$ cat config.mk
export PLATFORM = sky130hd
export DESIGN_NAME = dmem_arbiter
export DESIGN_NICKNAME = d
export VERILOG_FILES = /design/src/rtl/dmem_arbiter_pkg.sv /design/src/rtl/dmem_arbiter_rr_pick.sv /design/src/rtl/dmem_arbiter.sv
export SDC_FILE = /design/constraint.sdc
export NUM_CORES = 1
export LEC_CHECK = 0
export ABC_AREA = 1
export CAP_MARGIN = 20
export CELL_PAD_IN_SITES_DETAIL_PLACEMENT = 0
export CELL_PAD_IN_SITES_GLOBAL_PLACEMENT = 1
export CORE_MARGIN = 4
export CORE_UTILIZATION = 31
export CTS_CLUSTER_DIAMETER = 40
export DETAILED_ROUTE_END_ITERATION = 8
export PLACE_DENSITY_LB_ADDON = 0.1
export SLEW_MARGIN = 20
export SYNTH_ARGS = -nofsm -noshare
export SYNTH_HDL_FRONTEND = slang
export SYNTH_SLANG_ARGS = --single-unit
$ cat constraint.sdc
create_clock -name clk -period 4.05 [get_ports clk]
set_input_delay 0.81 -clock clk [delete_from_list [all_inputs] [get_ports clk]]
set_output_delay 0.81 -clock clk [all_outputs]
set_load 0.005 [all_outputs]
$ cat src/rtl/dmem_arbiter_pkg.sv
// -----------------------------------------------------------------------------
// dmem_arbiter_pkg
// Shared definitions for the data-memory arbiter and its clients.
//   - arb_state_e : access sequencer states (IDLE must stay encoded as 0)
//   - ADDR_W_DEF / DATA_W_DEF : memory geometry shared with the data memory
//     and the control unit
//   - WE_READ / WE_WRITE : encoding of the per-requester we bit
//   - gid_width() : width of a requester index, never narrower than 1 bit
// -----------------------------------------------------------------------------
package dmem_arbiter_pkg;

    localparam int ADDR_W_DEF = 3;
    localparam int DATA_W_DEF = 8;

    localparam logic WE_READ  = 1'b0;
    localparam logic WE_WRITE = 1'b1;

    typedef enum logic [1:0] {
        ST_IDLE  = 2'd0,
        ST_ISSUE = 2'd1,
        ST_WAIT  = 2'd2,
        ST_DONE  = 2'd3
    } arb_state_e;

    // A single requester still needs a 1-bit index signal.
    function automatic int gid_width(input int n);
        return (n > 1) ? $clog2(n) : 1;
    endfunction

endpackage

$ cat src/rtl/dmem_arbiter_rr_pick.sv
// -----------------------------------------------------------------------------
// rr_pick
// Combinational round-robin selector. Searches the unmasked requests starting
// at ptr_i+1 and wrapping modulo NREQ; the first hit wins.
//   req_i  : request vector
//   mask_i : requests to ignore (the requester just acknowledged)
//   ptr_i  : index of the most recently served requester
//   win_o  : winning index (0 when any_o is low)
//   any_o  : at least one unmasked request is present
// -----------------------------------------------------------------------------
module rr_pick
    import dmem_arbiter_pkg::*;
#(
    parameter  int NREQ = 2,
    localparam int GW   = gid_width(NREQ)
) (
    input  logic [NREQ-1:0] req_i,
    input  logic [NREQ-1:0] mask_i,
    input  logic [GW-1:0]   ptr_i,
    output logic [GW-1:0]   win_o,
    output logic            any_o
);

    logic [NREQ-1:0] elig;

    assign elig = req_i & ~mask_i;

    // Distance k from the pointer sets priority; the nested loop keeps every
    // bit select constant after unrolling.
    always_comb begin
        win_o = '0;
        any_o = 1'b0;
        for (int k = 1; k <= NREQ; k++) begin
            for (int j = 0; j < NREQ; j++) begin
                if (!any_o && elig[j] && (j == ((int'(ptr_i) + k) % NREQ))) begin
                    any_o = 1'b1;
                    win_o = GW'(j);
                end
            end
        end
    end

endmodule

$ cat src/rtl/dmem_arbiter.sv
// -----------------------------------------------------------------------------
// dmem_arbiter
// Shares the single-port data memory between NREQ requesters (index 0 is the
// control unit). Each granted access runs ISSUE -> WAIT -> DONE: one strobe
// cycle, one cycle for the memory's registered output, one ack cycle.
//
// Ports
//   clk, rst     : clock, asynchronous active-high reset
//   req, we      : per-requester request level and write select
//   addr, wdata  : packed per-requester line address / write data
//   ack          : one-cycle completion pulse for the served requester
//   rdata        : read data, valid in the ack cycle of a read, else held
//   busy         : sequencer is not idle
//   grant_id     : index of the requester being served
//   mem_read     : memory memRead
//   mem_write    : memory memWrite
//   line_number  : memory lineNumber
//   mem_in       : memory memIn
//   mem_out      : memory memOut
// -----------------------------------------------------------------------------
module dmem_arbiter
    import dmem_arbiter_pkg::*;
#(
    parameter  int NREQ   = 2,
    parameter  int ADDR_W = ADDR_W_DEF,
    parameter  int DATA_W = DATA_W_DEF,
    localparam int GW     = gid_width(NREQ)
) (
    input  logic                     clk,
    input  logic                     rst,
    input  logic [NREQ-1:0]          req,
    input  logic [NREQ-1:0]          we,
    input  logic [NREQ*ADDR_W-1:0]   addr,
    input  logic [NREQ*DATA_W-1:0]   wdata,
    output logic [NREQ-1:0]          ack,
    output logic [DATA_W-1:0]        rdata,
    output logic                     busy,
    output logic [GW-1:0]            grant_id,
    output logic                     mem_read,
    output logic                     mem_write,
    output logic [ADDR_W-1:0]        line_number,
    output logic [DATA_W-1:0]        mem_in,
    input  logic [DATA_W-1:0]        mem_out
);

    arb_state_e         state_q;
    logic [GW-1:0]      ptr_q;
    logic [GW-1:0]      gid_q;
    logic               we_q;
    logic [NREQ-1:0]    ack_q;
    logic [DATA_W-1:0]  rdata_q;
    logic               mem_read_q;
    logic               mem_write_q;
    logic [ADDR_W-1:0]  line_q;      // doubles as the latched address
    logic [DATA_W-1:0]  mem_in_q;    // doubles as the latched write data

    // Arbitration inputs: IDLE searches from the stored pointer with no mask;
    // DONE searches from the requester being acked and masks it, so a
    // requester still holding req on its ack edge is not granted twice.
    logic               in_done;
    logic [NREQ-1:0]    pick_mask;
    logic [GW-1:0]      pick_ptr;
    logic [GW-1:0]      win;
    logic               win_any;
    logic [NREQ-1:0]    gid_onehot;

    // Fields of the winning requester
    logic               win_we_d;
    logic [ADDR_W-1:0]  win_addr_d;
    logic [DATA_W-1:0]  win_wdata_d;

    assign in_done = (state_q == ST_DONE);

    always_comb begin
        gid_onehot = '0;
        for (int i = 0; i < NREQ; i++) begin
            if (GW'(i) == gid_q) begin
                gid_onehot[i] = 1'b1;
            end
        end
    end

    assign pick_mask = in_done ? gid_onehot : '0;
    assign pick_ptr  = in_done ? gid_q : ptr_q;

    rr_pick #(
        .NREQ   (NREQ)
    ) u_rr_pick (
        .req_i  (req),
        .mask_i (pick_mask),
        .ptr_i  (pick_ptr),
        .win_o  (win),
        .any_o  (win_any)
    );

    always_comb begin
        win_we_d    = WE_READ;
        win_addr_d  = '0;
        win_wdata_d = '0;
        for (int i = 0; i < NREQ; i++) begin
            if (GW'(i) == win) begin
                win_we_d    = we[i];
                win_addr_d  = addr[i*ADDR_W +: ADDR_W];
                win_wdata_d = wdata[i*DATA_W +: DATA_W];
            end
        end
    end

    // Sequencer. Strobes and ack are single-cycle pulses: cleared by default
    // and set only on the edge that enters ISSUE (strobes) or DONE (ack).
    always_ff @(posedge clk or posedge rst) begin
        if (rst) begin
            state_q     <= ST_IDLE;
            ptr_q       <= GW'(NREQ - 1);
            gid_q       <= '0;
            we_q        <= WE_READ;
            ack_q       <= '0;
            rdata_q     <= '0;
            mem_read_q  <= 1'b0;
            mem_write_q <= 1'b0;
            line_q      <= '0;
            mem_in_q    <= '0;
        end else begin
            ack_q       <= '0;
            mem_read_q  <= 1'b0;
            mem_write_q <= 1'b0;
            case (state_q)
                ST_IDLE, ST_DONE: begin
                    if (in_done) begin
                        ptr_q <= gid_q;
                    end
                    if (win_any) begin
                        state_q     <= ST_ISSUE;
                        gid_q       <= win;
                        we_q        <= win_we_d;
                        line_q      <= win_addr_d;
                        mem_in_q    <= win_wdata_d;
                        mem_read_q  <= (win_we_d == WE_READ);
                        mem_write_q <= (win_we_d == WE_WRITE);
                    end else begin
                        state_q <= ST_IDLE;
                    end
                end
                ST_ISSUE: begin
                    state_q <= ST_WAIT;
                end
                ST_WAIT: begin
                    // memOut is registered in the memory, so it is valid here.
                    state_q <= ST_DONE;
                    ack_q   <= gid_onehot;
                    if (we_q == WE_READ) begin
                        rdata_q <= mem_out;
                    end
                end
                default: begin
                    state_q <= ST_IDLE;
                end
            endcase
        end
    end

    assign ack         = ack_q;
    assign rdata       = rdata_q;
    assign busy        = (state_q != ST_IDLE);
    assign grant_id    = gid_q;
    assign mem_read    = mem_read_q;
    assign mem_write   = mem_write_q;
    assign line_number = line_q;
    assign mem_in      = mem_in_q;

endmodule

==> impl_results.md, run 1 <==
* Outcome: completed
* DRT Wirelength at roughly 3300 µm
* Critical Path, Cell by Cell: clkdlybuf4s50_1 > inv_1 > a21oi_2 > nand2_2 > nand2_1 > nand2_1 > nand2_1 > nand2_1
* Antenna cells at 0
* Mapped Nets at 202
* HP Class: reg -> reg
* Via density at 4.40
* Seq pwr share at 0.367
* Crit path kind: in -> reg
* Post-CTS Setup Inserts at 0
* Post-Synth Adder-Cell Area at 0.0284
* Num rows at 23
* Largest net degree at the start of global routing at 29
* Comb power frac at 0.517
* Later-pin clock latency in the skew report at around 0.28 ns
* RSZ-0062 raised after global routing: false
* Data arrival time of the critical path at about 2.4 ns
* Max Slew Vio Count at 0
* Library cells used by synthesis at 18
* Area Growth Syn to Fin at 49.7%
* CTS resizes at 0
* Num ports at between 60 and 70
* Reg2reg start: state_q[1]
* Max Fclk at between 400 and 500 MHz
* Startpoint types: input pin
* Vias in the first global route at about 1200
* Fin crit share at 0.549
* MaxCap Viol Count at 0
* Placer Congestion at 0.816
* Die Wd at ~73 µm
* Hold Violations, Final at 0
* Die span in y at ~73 µm
* DPL Wire Length at 2440 µm
* Synth Register Bits at 28
* CP startpoint: req[1]
* WL per Instance at ~12 µm
* Largest family of logic cells by synthesized area: simple AND/OR/NAND/NOR gates
* Num Clock Sinks at 28
* Worst slew margin at 0.601
* Layout net count at 260
* GRT Overall Usage at 0.131
* Levels on crit path at 8
* Worst r2r dst: we_q
* Hold buffers post-CTS at 0
* DR iter-0 viols at 52
* Worst-margin pin slew at between 0.5 and 0.6 ns
* Core box area at about 4100 µm²
* Register area share after synthesis at 0.532
* Drt drc at 0
* Initial cell density of the core at 0.325
* Switching power at 0.509 mW
* Critical path's slowest cell: clkdlybuf4s50_1
* R2R Setup Slk at 2.18 ns
* Final hold slack at 0.483 ns
* Worst VDD drop at between 0.2 and 0.3 mV
* Synth Cell Area at between 1000 and 1500 µm²
* CTS tree: done
* Commonest cells after routing, fill and taps aside: 74 x nand2_1, 60 x clkdlybuf4s50_1, 27 x dfrtp_1
* Most common cell after layout, fill and taps aside: nand2_1
* Clock network power share at 0.116
* Area after DPL at between 1500 and 2000 µm²
* Most common cell on crit path: nand2_1
* Mux contribution to synthesized area at 0
* Final setup TNS at 0 ns
* Pint at between 0.8 and 0.9 mW
* Clock skew at between 0.009 and 0.01 ns
* Xor/xnor share of the synthesized area at 0
* Clk root buf: clkbuf_8
* Port bufs at 60
* Post-route ant nets at 0
* CTS Buffer Depth at 2
* Pre-antenna DRT Iters at 4
* Antenna violations before repair at 0
* Compound-cell area share of the yosys netlist at 0.0616
* Worst path bufs/invs at 2
* H-tree Lvls at 1
* Total power at about 1.3 mW
* Avg Cell Area, Syn at about 8 µm²
* Post-Layout Inst Area at 1980 µm²
* CP top delay family: simple AND/OR/NAND/NOR gates
* Mapped Cells at 163
* Critical Path Max Stage Delay at approximately 0.47 ns
* Clock-pin slew on the worst setup and hold paths at approximately 0.10 ns
* Total gr overflow at 0
* Sw Share at 0.377
* Final Setup Violations at 0
* First-pass GRT wire length at between 5000 and 6000 µm
* CP Max Fanout at 13
* Crit. End Element: flop
* Worst-case reg-to-reg path depth at 7
* Die footprint at approximately 5400 µm²
* Leakage power at approximately 1.0 nW
* Min Tclk post-route at ~2.2 ns
* Simple-Gate Fraction of Synth Area at 0.287
* Total CTS buffers at 3
* Power Density at around 700 nW/µm²
* Ys Warns at 0
* Layout cells sized above 1 at 0.0545
* Routed vias at 1189
* Worst Path Required at about 4.2 ns
* Crit path to: we_q
==> layer usage <==
layer | vias up | global-route usage | routed length (µm)
met5 | - | 0 | 0
met4 | 0 | 0.0369 | 13
met3 | 2 | 0.0315 | 217
met2 | 37 | 0.216 | 1580
met1 | 540 | 0.169 | 1480
li1 | 610 | - | -
==> layout make-up <==
| class | count | area, µm² |
|---|---|---|
| flip-flops and latches | 28 | 702 |
| well taps | 50 | 62.6 |
| inverters | 18 | 67.6 |
| repair buffers | 60 | 601 |
| clock buffers | 4 | 45.0 |
| multi-input cells | 110 | 498 |
| fillers | 396 | 2080 |
==> synthesized netlist by cell type <==
| master | instances | area, µm² |
|---|---|---|
| inv_1 | 17 | 63.8 |
| nor2_1 | 2 | 7.51 |
| o21ai_1 | 10 | 50.1 |
| nand3_2 | 1 | 10.0 |
| nand2_1 | 74 | 278 |
| buf_4 | 2 | 15.0 |
| ha_1 | 3 | 37.5 |
| nand2_2 | 2 | 12.5 |
| o21ai_2 | 1 | 8.76 |
| dfrtp_1 | 27 | 676 |
| or2_1 | 1 | 6.26 |
| buf_2 | 3 | 15.0 |
| buf_6 | 2 | 22.5 |
| o21ai_0 | 1 | 5.00 |
| nand3_1 | 13 | 65.1 |
| inv_2 | 1 | 3.75 |
| a21oi_2 | 2 | 17.5 |
| dfstp_2 | 1 | 26.3 |
==> power by group through the flow <==
stage,Combinational (mW),Sequential [mW],Clock (mW)
2_1_floorplan,0.387,0.504,0
3_3_place_gp,0.697,0.495,0
3_5_place_dp,0.709,0.502,0
4_1_cts,0.712,0.498,0.164
5_1_grt,0.787,0.515,0.173
6_report,0.697,0.495,0.156
==> worst min path at each step <==
stage	cells after the start	startpoint	slack [ns]	end
4_1_cts	2	line_number[1]	0.49	line_number[1]
6_report	2	line_number[1]	0.48	line_number[1]
2_1_floorplan	2	we_q	0.44	we_q
5_1_grt	2	line_number[1]	0.51	line_number[1]
3_5_place_dp	2	mem_in[1]	0.46	mem_in[1]
3_3_place_gp	2	we_q	0.46	we_q
==> state kept, by name (all words and copies together) (netlist names) <==
register and flops:
ptr_q 1, mem_write 1, we_q 1, grant_id 1
mem_read 1, ack 2, rdata 8, line_number 3
state_q 2, mem_in 8
==> cells by family (layout without fill, tap and decap cells) <==
family | count (synthesis) | after routing
AO/OA/AOI/OAI | 14 | 14
adder cells (fa/ha/maj) | 3 | 3
buffers and inverters | 25 | 82
flip-flops | 28 | 28
AND/OR/NAND/NOR | 93 | 93
==> metrics by stage <==
stage                     worst slack, ns   util  instances
final                                1.83  0.487        270
after detailed placement             1.52  0.476        266
after global routing                 1.69  0.487        270
after global placement               1.61  0.476        266
after CTS                            1.79  0.487        270
after floorplan                      2.54      -        163
==> worst reg2reg max path, cell delays in order, from the launching register on <==
cell and delay (ns):
dfrtp_1 0.41, ha_1 0.25, a21oi_2 0.49, nand2_2 0.29, nand2_1 0.13, nand2_1 0.07, nand2_1 0.08, nand2_1 0.05
Power figures use the tool's default switching activity.
==> inputs of run 2 (changes only) <==
CORE_UTILIZATION = 28   (was 31)
clock period = 2.05 ns   (was 4.05 ns; I/O delays follow)
==> impl_results.md, run 2 (same netlist as run 1, synthesis figures left out) <==
* Vias in the first global route at 1254 (+2.4%)
* Final core occ at 0.456 (-0.0308)
* CP Max Fanout at 2 (-11)
* Switching power at 1.01 mW (+98%)
* Worst slew margin at 0.673 (+0.0721)
* Outcome: completed
* CTS Buffer Depth at 2 (unchanged)
* Leakage power at 1.03 nW (+2.9%)
* Num rows at 24 (+4.3%)
* Antenna violations before repair at 0 (unchanged)
* Drt drc at 0 (unchanged)
* Worst-margin pin slew at 0.491 ns (-0.107 ns)
* Largest net degree at the start of global routing at 29 (unchanged)
* Hold Violations, Final at 0 (unchanged)
* Critical path's slowest cell: clkdlybuf4s50_1
* Area after DPL at 1960 µm² (+1.3%)
* Clock network power share at 0.156 (+0.040)
* Data arrival time of the critical path at 1.41 ns (-0.99 ns)
* Die Wd at 76.7 µm (+4.6%)
* First-pass GRT wire length at 5680 µm (+3.0%)
* Worst r2r dst: we_q
* Most common cell after layout, fill and taps aside: nand2_1
* Placer Congestion at 0.712 (-13%)
* Initial cell density of the core at 0.297 (-0.0283)
* Min Tclk post-route at 1.82 ns
* Hold buffers post-CTS at 0 (unchanged)
* Die span in y at 76.7 µm (+4.6%)
* Crit path kind: reg -> out
* DRT Wirelength at 3330 µm (+1.2%)
* Pint at 1.81 mW (+120%)
* Total gr overflow at 0 (unchanged)
* Layout cells sized above 1 at 0.0673 (+0.0127)
* Non-Filler Instances at 275 (+1.9%)
* Num ports at 61 (unchanged)
* Num Clock Sinks at 28 (unchanged)
* WL per Instance at 12.1 µm (-0.65%)
* Startpoint types: flop
* Power Density at 1390 nW/µm² (+100%)
* Clock skew at 0.00312 ns (-0.00661 ns)
* Clock-pin slew on the worst setup and hold paths at 0.10 ns (about the same)
* GRT Overall Usage at 0.119 (-0.0115)
* CTS tree: done
* MaxCap Viol Count at 0 (unchanged)
* Core box area at 4440 µm² (+9.5%)
* Levels on crit path at 4 (-4)
* Worst path bufs/invs at 3 (+1)
* Die footprint at 5880 µm² (+9.5%)
* Layout net count at 263 (+1.2%)
* Later-pin clock latency in the skew report at 0.28 ns (about the same)
* Post-route ant nets at 0 (unchanged)
* R2R Setup Slk at 0.38 ns (-1.80 ns)
* Sw Share at 0.358 (-0.0198)
* Port bufs at 60 (unchanged)
* Seq pwr share at 0.346 (-0.021)
* RSZ-0062 raised after global routing: false
* Pre-antenna DRT Iters at 4 (unchanged)
* Worst VDD drop at 0.491 mV (+84%)
* Total CTS buffers at 3 (unchanged)
* Fin crit share at 0.888
* Post-Layout Inst Area at 2030 µm² (+2.6%)
* Worst-case reg-to-reg path depth at 8 (+1)
* Post-CTS Setup Inserts at 0 (unchanged)
* CTS resizes at 0 (unchanged)
* Max Fclk at between 500 and 600 MHz
* H-tree Lvls at 1 (unchanged)
* Max Slew Vio Count at 0 (unchanged)
* Reg2reg start: state_q[1]
* Final setup TNS at 0 ns (unchanged)
* Antenna cells at 0 (unchanged)
* Clk root buf: clkbuf_8
* Final Setup Violations at 0 (unchanged)
* Worst Path Required at 1.64 ns (-2.59 ns)
* Crit path to: busy
* Critical Path Max Stage Delay at 0.49 ns (+0.02 ns)
* CP top delay family: buffers and inverters
* Area Growth Syn to Fin at 53.6%
* Routed vias at 1208 (+1.6%)
* DPL Wire Length at 2550 µm (+4.2%)
* Filler cell count at 448 (+13%)
* CP startpoint: state_q[0]
* Comb power frac at 0.498 (-0.019)
* Most common cell on crit path: inv_1
* Commonest cells after routing, fill and taps aside: 74 x nand2_1, 60 x clkdlybuf4s50_1, 27 x dfrtp_1
* Via density at 4.39 (-0.25%)
* DR iter-0 viols at 42 (-19%)
* HP Class: reg -> reg
* Critical Path, Cell by Cell: inv_1 > ha_1 > inv_1 > clkdlybuf4s50_1
* Crit. End Element: output pin
* Dpl cells at 271 (+1.9%)
==> run 2: cell types whose count changed in the layout (fill, tap and decap cells not counted) <==
cell	delta
clkbuf_1	-1
buf_4	+3
bufinv_16	+1
inv_1	+1
inv_2	-1
==> run 2: through the flow <==
step	hold slack [ns]	worst slack, ns	power [mW]
final	0.489	0.229	2.81
after global routing	0.502	0.159	3.08
after CTS	0.491	0.208	2.88
after floorplan	0.441	0.698	1.76
after detailed placement	0.464	0.183	2.42
after global placement	0.465	0.248	2.39
==> run 2: metal layers <==
metal | wire length [µm] | part of all wire | track usage | up-vias
li1 | - | - | - | 619
met1 | 1430 | 0.43 | 0.139 | 543
met2 | 1650 | 0.49 | 0.206 | 42
met3 | 208 | 0.063 | 0.0351 | 4
met4 | 45 | 0.014 | 0.0435 | 0
met5 | 0 | 0 | 0 | -
==> run 2: power groups by stage <==
stage                     Sequential (mW)  Clock (mW)  Combinational [mW]
final                               0.973       0.439                1.40
after CTS                           0.977       0.456                1.44
after floorplan                     0.996           0               0.765
after global routing                 1.01       0.482                1.59
after detailed placement            0.989           0                1.43
after global placement              0.979           0                1.41
==> run 2: layout make-up <==
type / count / area (µm²) / share of cell area
sequential: 28 / 702 / 0.346
timing repair buffer: 63 / 623 / 0.307
multi-input combinational: 110 / 498 / 0.246
inverter: 18 / 67.6 / 0.0333
tap: 52 / 65.1 / 0.0321
clock buffer: 3 / 41.3 / 0.0204
clock inverter: 1 / 30.0 / 0.0148
==> run 2: worst register-to-register path, delay by kind of cell, from the launching register on <==
family,cells,cell delay [ns]
flops,1,0.41
fa+ha+maj,1,0.25
buf+inv,1,0.14
simple gates,6,0.83
==> run 2: how the worst min path moves through the flow <==
stage	startpoint	end	slack, ns	cells past startpoint
final	mem_in[2]	mem_in[2]	0.49	2
after global routing	mem_in[2]	mem_in[2]	0.50	2
after CTS	mem_in[2]	mem_in[2]	0.49	2
after detailed placement	mem_in[2]	mem_in[2]	0.46	2
after global placement	we_q	we_q	0.47	2
after floorplan	we_q	we_q	0.44	2
==> inputs of run 3 (changes only) <==
ABC_AREA = default   (was 1)
CORE_UTILIZATION = 31   (was 28)
CTS_CLUSTER_SIZE = 20   (was default)
==> impl_results.md, run 3 <==
* DR iter-0 viols at 26 (-38%)
* First-pass GRT wire length at 4410 µm (-22%)
* Reg area at 702 µm² (unchanged)
* CP Max Fanout at 2 (unchanged)
* Hold Violations, Final at 0 (unchanged)
* Leading area contributor after synthesis: dfrtp_1
* Post-route ant nets at 0 (unchanged)
* Avg Cell Area, Syn at 14.7 µm² (+82%)
* Area after DPL at 2010 µm² (+2.8%)
* Crit. End Element: output pin
* Startpoint types: flop
* Layout net count at 195 (-26%)
* Final hold slack at 0.485 ns (-0.00400 ns)
* CTS tree: done
* RSZ-0062 raised after global routing: false
* HP Class: in -> async
* Worst slew margin at 0.772 (+0.0986)
* Largest net degree at the start of global routing at 29 (unchanged)
* Mapped Nets at 128 (-37%)
* Num rows at 23 (-4.2%)
* Via density at 4.41 (+0.39%)
* Multi-input gate area at 556 µm² (+12%)
* Synth Cell Area at 1310 µm² (-0.76%)
* Crit path kind: reg -> out
* Clk root buf: clkbuf_8
* Post-Place Worst Slack at -0.0391 ns (-0.222 ns)
* Final worst slack at 0.210 ns (-0.0187 ns)
* Num ports at 61 (unchanged)
* DPL Wire Length at 2170 µm (-15%)
* Post-synth top area share at 0.516 (+0.00391)
* Ys Warns at 0 (unchanged)
* Vias in the first global route at 959 (-24%)
* DRT Wirelength at 2740 µm (-18%)
* Worst r2r dst: mem_in[6]
* Max Fclk at 544 MHz (-1.0%)
* Core box area at 4060 µm² (-8.7%)
* Most used DFF post-synth: dfrtp_1
* Clock skew at 0.00248 ns (-0.000645 ns)
* Register area share after synthesis at 0.536 (+0.00406)
* Library cells used by synthesis at 22 (+4)
* Total CTS buffers at 3 (unchanged)
* Non-Filler Instances at 205 (-25%)
* GRT Overall Usage at 0.106 (-0.0131)
* Hold buffers post-CTS at 0 (unchanged)
* Outcome: completed
* Die footprint at 5330 µm² (-9.3%)
* Post-synth EDFFs at 0 (unchanged)
* Total gr overflow at 0 (unchanged)
* Critical Path, Cell by Cell: inv_1 > ha_1 > inv_1 > clkdlybuf4s50_1
* Post-Layout Inst Area at 2080 µm² (+2.7%)
* Antenna cells at 0 (unchanged)
* Final Setup Violations at 0 (unchanged)
* Commonest cells after routing, fill and taps aside: 60 x clkdlybuf4s50_1, 27 x dfrtp_1, 17 x mux2_2
* Initial cell density of the core at 0.323 (+0.0258)
* Critical Path Max Stage Delay at 0.49 ns (about the same)
* Clock-pin slew on the worst setup and hold paths at 0.09 ns (about the same)
* Drt drc at 0 (unchanged)
* WL per Instance at 13.4 µm (+10%)
* Routed vias at 904 (-25%)
* Worst-margin pin slew at 0.343 ns (-0.148 ns)
* Synth top area cells: dfrtp_1 52%, mux2_4 15%, mux2_2 15%, ha_1 2.9%, dfstp_2 2.0%
* Die Wd at 73.0 µm (-4.8%)
* Asr flop ratio synth at 1.00 (unchanged)
* Critical path's slowest cell: clkdlybuf4s50_1
* Most frequent cell after synthesis: dfrtp_1
* Min Tclk post-route at 1.84 ns (+0.0187 ns)
* Post-synth top cells: 27 x dfrtp_1, 17 x mux2_2, 13 x mux2_4
* Worst Path Required at 1.64 ns (about the same)
* Max Slew Vio Count at 0 (unchanged)
* Port bufs at 60 (unchanged)
* Pre-antenna DRT Iters at 2 (-2)
* Most common cell after layout, fill and taps aside: clkdlybuf4s50_1
* Worst-case reg-to-reg path depth at 5 (-3)
* Die span in y at 73.0 µm (-4.8%)
* Antenna violations before repair at 0 (unchanged)
* Worst VDD drop at 0.772 mV (+57%)
* Post-CTS Setup Inserts at 0 (unchanged)
* Power Density at 1470 nW/µm² (+5.7%)
* Layout cells sized above 1 at 0.277 (+0.210)
* Reg2reg start: state_q[0]
* Placer Congestion at 0.739 (+3.8%)
* Mapped Cells at 89 (-45%)
* Synth Register Bits at 28 (unchanged)
* Fin crit share at 0.897 (+0.00912)
* Area Growth Syn to Fin at 58.8%
* Later-pin clock latency in the skew report at 0.27 ns (about the same)
* CTS Buffer Depth at 2 (unchanged)
* CTS resizes at 0 (unchanged)
* Data arrival time of the critical path at 1.43 ns (+0.02 ns)
* Filler cell count at 338 (-25%)
* Dpl cells at 201 (-26%)
* Most common cell on crit path: inv_1
* Leakage power at 0.914 nW (-11%)
* Num Clock Sinks at 28 (unchanged)
* MaxCap Viol Count at 0 (unchanged)
* Final core occ at 0.513 (+0.0567)
* H-tree Lvls at 1 (unchanged)
* R2R Setup Slk at 0.28 ns (-0.10 ns)
run 3: worst max-delay path by stage:
stage,from,end,slack (ns),cells past startpoint
global route,state_q[0],busy,0.14,4
CTS,state_q[0],busy,0.18,4
floorplan,state_q[1],mem_in[3],0.32,5
finish,state_q[0],busy,0.21,4
detailed placement,req[0],mem_in[6],-0.04,6
global placement,req[0],mem_in[6],0.01,6
run 3: cells by family after synthesis:
| family | after synthesis | share of synthesized area |
|---|---|---|
| muxes | 32 | 0.310 |
| DFF | 28 | 0.536 |
| buffers and inverters | 10 | 0.0401 |
| and+or+nand+nor | 10 | 0.0516 |
| AOI/OAI and AO/OA | 6 | 0.0334 |
| adders and majority gates | 3 | 0.0287 |
run 3: power breakdown:
part	switching (mW)	total, mW	internal, mW
logic	0.538	1.64	1.10
clock network	0.167	0.428	0.261
registers	0.142	0.988	0.846
run 3: layer usage:
metal  track usage  wire [µm]
met5             0          0
met4        0.0369         36
met3        0.0441        250
met2         0.182       1360
met1         0.117       1090
run 3: metrics by stage:
stage / TNS (ns) / total power [mW]
2_1_floorplan: 0 / 1.87
3_5_place_dp: -0.0991 / 2.68
4_1_cts: 0 / 3.12
5_1_grt: 0 / 3.25
3_3_place_gp: 0 / 2.64
6_report: 0 / 3.05
run 3: layout make-up:
type | instances | area share
Multi-Input combinational cell | 51 | 0.267
Timing Repair Buffer | 65 | 0.319
Clock inverter | 1 | 0.0144
Tap cell | 50 | 0.0301
Clock buffer | 3 | 0.0198
Inverter | 7 | 0.0126
Sequential cell | 28 | 0.337
run 3: worst max-delay path: cells and delay by family, from the launching register on:
family                     cells  cell delay, ns
buffers and inverters          3            0.60
DFF                            1            0.36
adders and majority gates      1            0.20
